### config.mk
export PLATFORM = sky130hd
export DESIGN_NAME = vga_timing_gen_flat
export DESIGN_NICKNAME = d
export VERILOG_FILES = /design/src/rtl/vga_timing_gen_pkg.sv /design/src/rtl/vga_timing_gen_if.sv /design/src/rtl/vga_timing_gen_sync_delay.sv /design/src/rtl/vga_timing_gen.sv /design/src/flat_wrapper.sv
export SDC_FILE = /design/constraint.sdc
export NUM_CORES = 1
export LEC_CHECK = 0
export BUFFER_PORTS_ARGS = -buffer_cell sky130_fd_sc_hd__buf_2
export CORE_MARGIN = 2
export CORE_UTILIZATION = 55
export CTS_CLUSTER_DIAMETER = 100
export CTS_CLUSTER_SIZE = 14
export DETAILED_ROUTE_END_ITERATION = 8
export PLACE_DENSITY = 0.9
export SLEW_MARGIN = 20
export SYNTH_ARGS = -nofsm -noshare
export SYNTH_HDL_FRONTEND = slang
export SYNTH_SLANG_ARGS = --single-unit
### constraint.sdc
create_clock -name Clk -period 3.72 [get_ports Clk]
set_input_delay 0.372 -clock Clk [delete_from_list [all_inputs] [get_ports Clk]]
set_output_delay 0.372 -clock Clk [all_outputs]
set_load 0.005 [all_outputs]
### src/rtl/vga_timing_gen_pkg.sv
// Shared raster types, default 640x480@60 timing and the sync/blank decode helper.
`default_nettype none

package vga_timing_gen_pkg;

    typedef logic [9:0] coord_t;

    typedef struct packed {
        logic hs;
        logic vs;
        logic blank_n;
    } vga_sync_t;

    localparam vga_sync_t SYNC_RESET = '{hs: 1'b1, vs: 1'b1, blank_n: 1'b0};

    localparam int DEF_H_ACTIVE = 640;
    localparam int DEF_H_FP     = 16;
    localparam int DEF_H_SYNC   = 96;
    localparam int DEF_H_BP     = 48;
    localparam int DEF_V_ACTIVE = 480;
    localparam int DEF_V_FP     = 10;
    localparam int DEF_V_SYNC   = 2;
    localparam int DEF_V_BP     = 33;
    localparam int DEF_H_TOTAL  = DEF_H_ACTIVE + DEF_H_FP + DEF_H_SYNC + DEF_H_BP;
    localparam int DEF_V_TOTAL  = DEF_V_ACTIVE + DEF_V_FP + DEF_V_SYNC + DEF_V_BP;

    // Bounds are int so a sync window ending exactly at 1024 still compares correctly.
    function automatic vga_sync_t sync_decode(
        input coord_t x,
        input coord_t y,
        input int     h_active,
        input int     hs_start,
        input int     hs_end,
        input int     v_active,
        input int     vs_start,
        input int     vs_end
    );
        vga_sync_t s;
        s.hs      = !((int'(x) >= hs_start) && (int'(x) < hs_end));
        s.vs      = !((int'(y) >= vs_start) && (int'(y) < vs_end));
        s.blank_n = (int'(x) < h_active) && (int'(y) < v_active);
        return s;
    endfunction

endpackage

`default_nettype wire

### src/rtl/vga_timing_gen_if.sv
// Raster output bundle: pixel strobe, coordinates, DAC sync/blank and the frame tick.
`default_nettype none

interface vga_timing_gen_if;
    import vga_timing_gen_pkg::*;

    logic   pix_ce;
    coord_t DrawX;
    coord_t DrawY;
    logic   VGA_HS;
    logic   VGA_VS;
    logic   VGA_BLANK_N;
    logic   VGA_SYNC_N;
    logic   frame_clk;

    modport master (
        output pix_ce, DrawX, DrawY, VGA_HS, VGA_VS, VGA_BLANK_N, VGA_SYNC_N, frame_clk
    );

    modport slave (
        input pix_ce, DrawX, DrawY, VGA_HS, VGA_VS, VGA_BLANK_N, VGA_SYNC_N, frame_clk
    );

endinterface

`default_nettype wire

### src/rtl/vga_timing_gen_sync_delay.sv
// Pixel-enabled shift register that retimes HS/VS/BLANK_N to match downstream RGB latency.
`default_nettype none

module vga_timing_gen_sync_delay
    import vga_timing_gen_pkg::*;
#(
    parameter int DEPTH = 1
) (
    input  logic      clk,
    input  logic      rst_n,
    input  logic      ce,
    input  vga_sync_t d,
    output vga_sync_t q
);

    generate
        if (DEPTH == 0) begin : g_direct
            always_ff @(posedge clk or negedge rst_n) begin
                if (!rst_n) begin
                    q <= SYNC_RESET;
                end else if (ce) begin
                    q <= d;
                end
            end
        end else begin : g_pipe
            vga_sync_t pipe [DEPTH];

            // Stages start out holding the idle triple so nothing visible leaks before the raster fills.
            always_ff @(posedge clk or negedge rst_n) begin
                if (!rst_n) begin
                    for (int i = 0; i < DEPTH; i++) begin
                        pipe[i] <= SYNC_RESET;
                    end
                    q <= SYNC_RESET;
                end else if (ce) begin
                    pipe[0] <= d;
                    for (int i = 1; i < DEPTH; i++) begin
                        pipe[i] <= pipe[i-1];
                    end
                    q <= pipe[DEPTH-1];
                end
            end
        end
    endgenerate

endmodule

`default_nettype wire

### src/rtl/vga_timing_gen.sv
// VGA raster timing: pixel divider, X/Y counters, sync/blank decode with retiming, frame tick.
`default_nettype none

module vga_timing_gen
    import vga_timing_gen_pkg::*;
#(
    parameter int CLK_DIV  = 2,
    parameter int H_ACTIVE = DEF_H_ACTIVE,
    parameter int H_FP     = DEF_H_FP,
    parameter int H_SYNC   = DEF_H_SYNC,
    parameter int H_BP     = DEF_H_BP,
    parameter int V_ACTIVE = DEF_V_ACTIVE,
    parameter int V_FP     = DEF_V_FP,
    parameter int V_SYNC   = DEF_V_SYNC,
    parameter int V_BP     = DEF_V_BP,
    parameter int SYNC_DLY = 1
) (
    input  logic            Clk,
    input  logic            Reset_n,
    vga_timing_gen_if.master vga
);

    localparam int H_TOTAL  = H_ACTIVE + H_FP + H_SYNC + H_BP;
    localparam int V_TOTAL  = V_ACTIVE + V_FP + V_SYNC + V_BP;
    localparam int HS_START = H_ACTIVE + H_FP;
    localparam int HS_END   = HS_START + H_SYNC;
    localparam int VS_START = V_ACTIVE + V_FP;
    localparam int VS_END   = VS_START + V_SYNC;

    localparam coord_t     X_LAST   = coord_t'(H_TOTAL - 1);
    localparam coord_t     Y_LAST   = coord_t'(V_TOTAL - 1);
    localparam coord_t     Y_VIS    = coord_t'(V_ACTIVE - 1);
    localparam logic [1:0] DIV_LAST = 2'(CLK_DIV - 1);

    generate
        if (H_TOTAL > 1024 || V_TOTAL > 1024) begin : g_bad_total
            $error("vga_timing_gen: H_TOTAL/V_TOTAL exceed 10-bit counter range");
        end
        if (CLK_DIV < 1 || CLK_DIV > 4) begin : g_bad_div
            $error("vga_timing_gen: CLK_DIV must be 1..4");
        end
        if (SYNC_DLY < 0 || SYNC_DLY > 3) begin : g_bad_dly
            $error("vga_timing_gen: SYNC_DLY must be 0..3");
        end
    endgenerate

    logic [1:0] div;
    logic       pix_ce;
    coord_t     draw_x;
    coord_t     draw_y;
    coord_t     x_next;
    coord_t     y_next;
    logic       x_last;
    vga_sync_t  sync_next;
    vga_sync_t  sync_out;

    assign x_last = (draw_x == X_LAST);

    always_comb begin
        x_next = x_last ? '0 : draw_x + 10'd1;
        y_next = draw_y;
        if (x_last) begin
            y_next = (draw_y == Y_LAST) ? '0 : draw_y + 10'd1;
        end
    end

    // pix_ce is registered: it is high in the cycle after div reaches its last count,
    // which puts the first strobe on the CLK_DIV-th clock after reset release.
    always_ff @(posedge Clk or negedge Reset_n) begin
        if (!Reset_n) begin
            div    <= '0;
            pix_ce <= 1'b0;
            draw_x <= '0;
            draw_y <= '0;
        end else begin
            pix_ce <= (div == DIV_LAST);
            div    <= (div == DIV_LAST) ? 2'd0 : div + 2'd1;
            if (pix_ce) begin
                draw_x <= x_next;
                draw_y <= y_next;
            end
        end
    end

    // Decoding the upcoming coordinates lets a zero-depth pipe land aligned with DrawX/DrawY.
    assign sync_next = sync_decode(x_next, y_next, H_ACTIVE, HS_START, HS_END,
                                   V_ACTIVE, VS_START, VS_END);

    vga_timing_gen_sync_delay #(
        .DEPTH (SYNC_DLY)
    ) u_sync_delay (
        .clk   (Clk),
        .rst_n (Reset_n),
        .ce    (pix_ce),
        .d     (sync_next),
        .q     (sync_out)
    );

    assign vga.pix_ce      = pix_ce;
    assign vga.DrawX       = draw_x;
    assign vga.DrawY       = draw_y;
    assign vga.VGA_HS      = sync_out.hs;
    assign vga.VGA_VS      = sync_out.vs;
    assign vga.VGA_BLANK_N = sync_out.blank_n;
    assign vga.VGA_SYNC_N  = 1'b0;
    // Built only from registers, so it is a clean one-Clk pulse on the entering-vblank tick.
    assign vga.frame_clk   = pix_ce && x_last && (draw_y == Y_VIS);

endmodule

`default_nettype wire
### src/flat_wrapper.sv
// flat-port wrapper written by rule: the top's interface ports become plain ports
module vga_timing_gen_flat import vga_timing_gen_pkg::*;
#(
    parameter int CLK_DIV  = 2,
    parameter int H_ACTIVE = DEF_H_ACTIVE,
    parameter int H_FP     = DEF_H_FP,
    parameter int H_SYNC   = DEF_H_SYNC,
    parameter int H_BP     = DEF_H_BP,
    parameter int V_ACTIVE = DEF_V_ACTIVE,
    parameter int V_FP     = DEF_V_FP,
    parameter int V_SYNC   = DEF_V_SYNC,
    parameter int V_BP     = DEF_V_BP,
    parameter int SYNC_DLY = 1
)
  (Clk, Reset_n, vga_pix_ce, vga_DrawX, vga_DrawY, vga_VGA_HS, vga_VGA_VS, vga_VGA_BLANK_N, vga_VGA_SYNC_N, vga_frame_clk);
  vga_timing_gen_if vga_i ();
  input  logic Clk;
  input  logic Reset_n;
  output wire logic [$bits(vga_i.pix_ce)-1:0] vga_pix_ce;
  output wire logic [$bits(vga_i.DrawX)-1:0] vga_DrawX;
  output wire logic [$bits(vga_i.DrawY)-1:0] vga_DrawY;
  output wire logic [$bits(vga_i.VGA_HS)-1:0] vga_VGA_HS;
  output wire logic [$bits(vga_i.VGA_VS)-1:0] vga_VGA_VS;
  output wire logic [$bits(vga_i.VGA_BLANK_N)-1:0] vga_VGA_BLANK_N;
  output wire logic [$bits(vga_i.VGA_SYNC_N)-1:0] vga_VGA_SYNC_N;
  output wire logic [$bits(vga_i.frame_clk)-1:0] vga_frame_clk;
  assign vga_pix_ce = vga_i.pix_ce;
  assign vga_DrawX = vga_i.DrawX;
  assign vga_DrawY = vga_i.DrawY;
  assign vga_VGA_HS = vga_i.VGA_HS;
  assign vga_VGA_VS = vga_i.VGA_VS;
  assign vga_VGA_BLANK_N = vga_i.VGA_BLANK_N;
  assign vga_VGA_SYNC_N = vga_i.VGA_SYNC_N;
  assign vga_frame_clk = vga_i.frame_clk;
  vga_timing_gen #(.CLK_DIV(CLK_DIV), .H_ACTIVE(H_ACTIVE), .H_FP(H_FP), .H_SYNC(H_SYNC), .H_BP(H_BP), .V_ACTIVE(V_ACTIVE), .V_FP(V_FP), .V_SYNC(V_SYNC), .V_BP(V_BP), .SYNC_DLY(SYNC_DLY)) u_core (.Clk(Clk), .Reset_n(Reset_n), .vga(vga_i));
endmodule
Word-level counts from Yosys, hierarchy flattened

Cells that the tools add are included.

Logic and storage cells: 34
Output and inout bits: 26
Register bits after elaboration: 29

Magnitude comparators: 6
Reductions and logical operators: 7
Mux-type cells: 4
Add/subtract/negate cells: 3
Eq/ne operators: 4

Operators by type and width:

| kind                                                                          | number |
|---|---|
| 10-bit two-way mux                                                            | 3 |
| 10-bit by 1-bit adder with 10-bit output, second input constant               | 2 |
| 10-bit equality test, second input constant                                   | 2 |
| 10-bit less-than comparator, second input constant                            | 2 |
| 10-bit by 9-bit less-than comparator with 1-bit output, second input constant | 2 |
| 10-bit by 9-bit equality test with 1-bit output, second input constant        | 1 |
| 10-bit >= comparator, second input constant                                   | 1 |
| 10-bit by 9-bit >= comparator with 1-bit output, second input constant        | 1 |
| 1-bit logical AND                                                             | 5 |
| 2-bit by 1-bit adder with 2-bit output, second input constant                 | 1 |
| 2-bit by 1-bit equality test with 1-bit output, second input constant         | 1 |
| 1-bit logical NOT                                                             | 2 |
| 2-bit two-way mux                                                             | 1 |

Longest topological paths before layout

Word-level depth: 6
Gate-level depth with buffers: 8
Depth with buffers taken out: 7

Modules after synthesis

A second synthesis with hierarchy kept.

Cell total of the unflattened synthesis: 191
Area total of the unflattened synthesis: 1,798.0 µm²

Modules (own cells, without submodules):

| module                    | times used | area each (µm²) | cells an instance |
|---|---|---|---|
| vga_timing_gen            | 1          | 1,541.5         | 178 |
| vga_timing_gen_sync_delay | 1          | 256.5           | 13 |

Least setup slack after synthesis

No wires, ideal clock.

Path type: register -> register
Start point: reg u_core.draw_x[0] (netlist: u_core.vga.DrawX[0])
End point: reg u_core.u_sync_delay.g_pipe.pipe[0] (netlist name)
Arrival time: 1,976 ps
Buffers on the path: 2
Slack: 1,624 ps
Stages on the path, launching flop included: 9
Setup time: 120 ps
Cell sequence: dfrtp_1 ha_1 and4_4 buf_6 and3_1 clkbuf_1 o311a_1 a21o_1 a41o_1

Word-level cells in the longest chain between the ends: 4
Elaborated cells between the ends (all ways): 7
Those cells by class: add/sub: 1; order compare: 2; eq/ne: 1; mux: 2; reduce/logical: 1

Ends and longest elaborated chain:

| what                                                                                                         | line                                       | source |
|---|---|---|
| start: declaration                                                                                           | vga_timing_gen.sv:49                       | `coord_t draw_x;` |
| start signal: assignment                                                                                     | vga_timing_gen.sv:79                       | `draw_x <= x_next;` |
| 10-bit by 1-bit adder with 10-bit output / 10-bit equality test (equally long branches)                      | vga_timing_gen.sv:60, vga_timing_gen.sv:57 |  |
| 10-bit two-way mux (on tied branches)                                                                        | vga_timing_gen.sv:60, vga_timing_gen.sv:62 |  |
| 10-bit less-than comparator / 10-bit by 9-bit less-than comparator with 1-bit output (equally long branches) | vga_timing_gen_pkg.sv:41                   | `s.blank_n = (int'(x) < h_active) && (int'(y) < v_active);` |
| 1-bit logical AND (*)                                                                                        | vga_timing_gen_pkg.sv:41                   |  |
| end signal: indexed assignment                                                                               | vga_timing_gen_sync_delay.sv:38            | `pipe[i] <= pipe[i-1];` |
| end: declaration                                                                                             | vga_timing_gen_sync_delay.sv:26            | `vga_sync_t pipe [DEPTH];` |

Mark *: on every way between the ends. The rest lies on a longest branch, timed or not.
A chain may end at the register's enable or synchronous reset.

Worst setup path after layout

Start point: reg u_core.draw_x[6] (netlist: u_core.vga.DrawX[6])
End point: out vga_frame_clk

Word-level cells in the longest chain between the ends: 3

Ends and longest elaborated chain:

| what                           | line                  | source |
|---|---|---|
| 10-bit equality test           | vga_timing_gen.sv:57  | `assign x_last = (draw_x == X_LAST);` |
| 1-bit logical AND (2 in a row) | vga_timing_gen.sv:107 | `assign vga.frame_clk = pix_ce && x_last && (draw_y == Y_VIS);` |
| end: declaration               | flat_wrapper.sv:26    | `output wire logic [$bits(vga_i.frame_clk)-1:0] vga_frame_clk;` |

No other way between the ends.

==> results.ini <==
[power_and_ir_drop]
ir_worst_vdd_uv=199
p_switching_w=0.000114
seq_power_share_pct=62.8
pwr-share-clk_pct=36.0
swShare_pct=22.8
powerDensity_mw_per_mm2=262
comb_power_share_pct=1.2
p_int_w=0.000387
power.leakage_nw=0.834

[placement]
gp_congestion=0.840
hpwl_um=2460
numPortBuffers=26
dpl_cell_area_mm2=0.00186
dpl_worst_slack_ps=1470

[logic_synthesis]
yosysSeqAreaShare_pct=41.9
synth_edf_count=0
syn_inst=187
synth_seq_cells=29
syn_area_per_cell_um2=9.33
async_reset_ff_share_pct=100
syn_area_mm2=0.00175
yosysWarningCount=0
ys_types=49
synth_nets=193
synthFlopType=dfrtp_1

[sta]
relSlewSlack_pct=59.6
setup_viol=0
grt_setup_unrepaired=no
fin_skew_ps=8.05
worst_slack_ps=1130
min_period_ps=2590
finalHoldViolCount=0
fin_crit_sh_pct=69.7
tightest_slew_ps=606
tns_ps=0
whs_ps=40.9
max_freq_mhz=386
slew_viol_final=0

[die]
chipWidth_um=60.3
die_area_mm2=0.00364
die_y_um=60.3
std_cell_rows=20
ios=28
core_area_mm2=0.00303
start_util_pct=57.6

[drt]
drt-vias-per-instance=5.81
ant_nets=0
drt_pass1_iterations=7
routedWlPerCell_um=13.9
drt-initial-drc-count=92
num_vias=1463
drc=0
routed_wl_um=3510

[flow_run]
drv_cap=0

[cells_and_area]
diodes=0
final_area_mm2=0.00192
mostFrequentLayoutCells=26 x buf_2, 25 x dfrtp_1, 15 x nand2_1
finalNetCount=213
drive_gt1_share_pct=25.5
layout_commonest_cell=buf_2
syn2layout_area_growth_pct=9.75

[clock_tree]
clk_pin_slew_worst_paths_ps=100
clock_latency_ps=330
numCtsBuffers=5
cts_hold_buf=0
h-tree-depth=2
clockBufferDepth=2
cts.sinks=29
post_cts_buffers=0
cts_tree=built
ctsResizeCount=0
root_buffer=clkbuf_4

[hold_path]
hp-class=in2async

[setup_path]
end_kind=primary output
cp-start-kind=flip-flop
reg2reg_slack_ps=1390
crit_required_ps=3350
timing.critical_path.fanout_max=12
arrival_ps=2220
timing_worst_setup_path_type=reg2out

[global_routing]
grt-ovfl-total=0
grt_pass1_wl_um=5590
grtUsageTotal_pct=21.2
grt_max_degree=30
grt_pass1_vias=1233
grt_antenna_before_repair=0

[run_status]
outcome=finished, final reports clean

[layout make-up]
type                       instances  area (um2)
clock buffer                       6        41.3
clock inverter                     2        10.0
fill                             261        1110
inverter                           9        33.8
multi-input combinational        135         907
sequential                        29         731
tap                               44        55.1
timing repair buffer              27         138
[final timing paths]
| check | startpoint | end | cells after the start |
|---|---|---|---|
| setup / recovery | u_core.vga.DrawX[6] | vga_frame_clk | 4 |
| hold / removal | Reset_n | u_core.vga.DrawY[9] | 1 |
| setup reg to reg | u_core.vga.DrawX[6] | u_core.vga.DrawY[6] | 4 |
| hold reg to reg | u_core.div[1] | u_core.vga.pix_ce | 1 |
| max in group asynchronous | Reset_n | u_core.vga.DrawY[8] | 1 |
| min in group Clk | u_core.div[1] | u_core.vga.pix_ce | 1 |
[per-stage QoR]
step                      std cells  total power, W  utilization, %
after floorplan                 187        0.000322               -
after global placement          244        0.000328            61.6
after detailed placement        244        0.000328            61.6
after CTS                       252        0.000505            63.3
after global routing            252        0.000520            63.3
final                           252        0.000502            63.3
[cells by family after synthesis]
family          after synthesis  synth area share (%)
other cells                   1                 0.215
mux                           8                  4.95
xor+xnor                      9                  4.52
compound gates               34                  13.7
fa+ha+maj                     4                  2.87
flops                        29                  41.9
simple gates                 79                  25.7
buf+inv                      23                  6.16
[power by group through the flow]
stage	registers [W]	logic, W	clock network (W)
4_1_cts	0.000315	0.00000662	0.000183
3_5_place_dp	0.000321	0.00000664	0
5_1_grt	0.000315	0.00000758	0.000197
6_report	0.000315	0.00000613	0.000180
2_1_floorplan	0.000321	0.000000982	0
3_3_place_gp	0.000321	0.00000661	0
[registers in the layout, summed over array words and instances (netlist names)]
register                         flops
u_core.div                           2
u_core.u_sync_delay.g_pipe.pipe      3
u_core.u_sync_delay.q                3
u_core.vga.DrawX                    10
u_core.vga.DrawY                    10
u_core.vga.pix_ce                    1
[cells in the mapped netlist (all sizes together) (2+ instances only)]
master	count	area (um2)
a21oi	3	18.8
nor4	3	33.8
and4	2	20.0
dfrtp	25	626
clkbuf	9	33.8
dfstp	4	105
nor2	9	33.8
and3	9	57.6
a31oi	2	12.5
and2	3	18.8
nor2b	5	31.3
nand4	9	56.3
nand3	11	55.1
xnor2	7	61.3
xor2	2	17.5
nor3	7	35.0
mux2i	3	30.0
o31ai	3	22.5
o211ai	4	30.0
or4	2	20.0
ha	4	50.1
nand2	15	56.3
inv	9	33.8
a21o	2	15.0
o21ai	11	58.8
buf	5	40.0
mux2	5	56.3
[per-layer routing]
metal / vias up / track usage, % / part of all wire (%)
met5: - / 0 / 0
met4: 0 / 10.2 / 1.8
met3: 5 / 5.76 / 5.7
li1: 720 / - / -
met2: 42 / 30.1 / 44
met1: 696 / 30.0 / 48
[critical path, stage by stage (launching register included)]
cell and delay [ps]:
dfrtp_1 510, nor3_1 490, nand4_1 470, nor3_1 290, buf_2 140
Power figures use the tool's default switching activity.
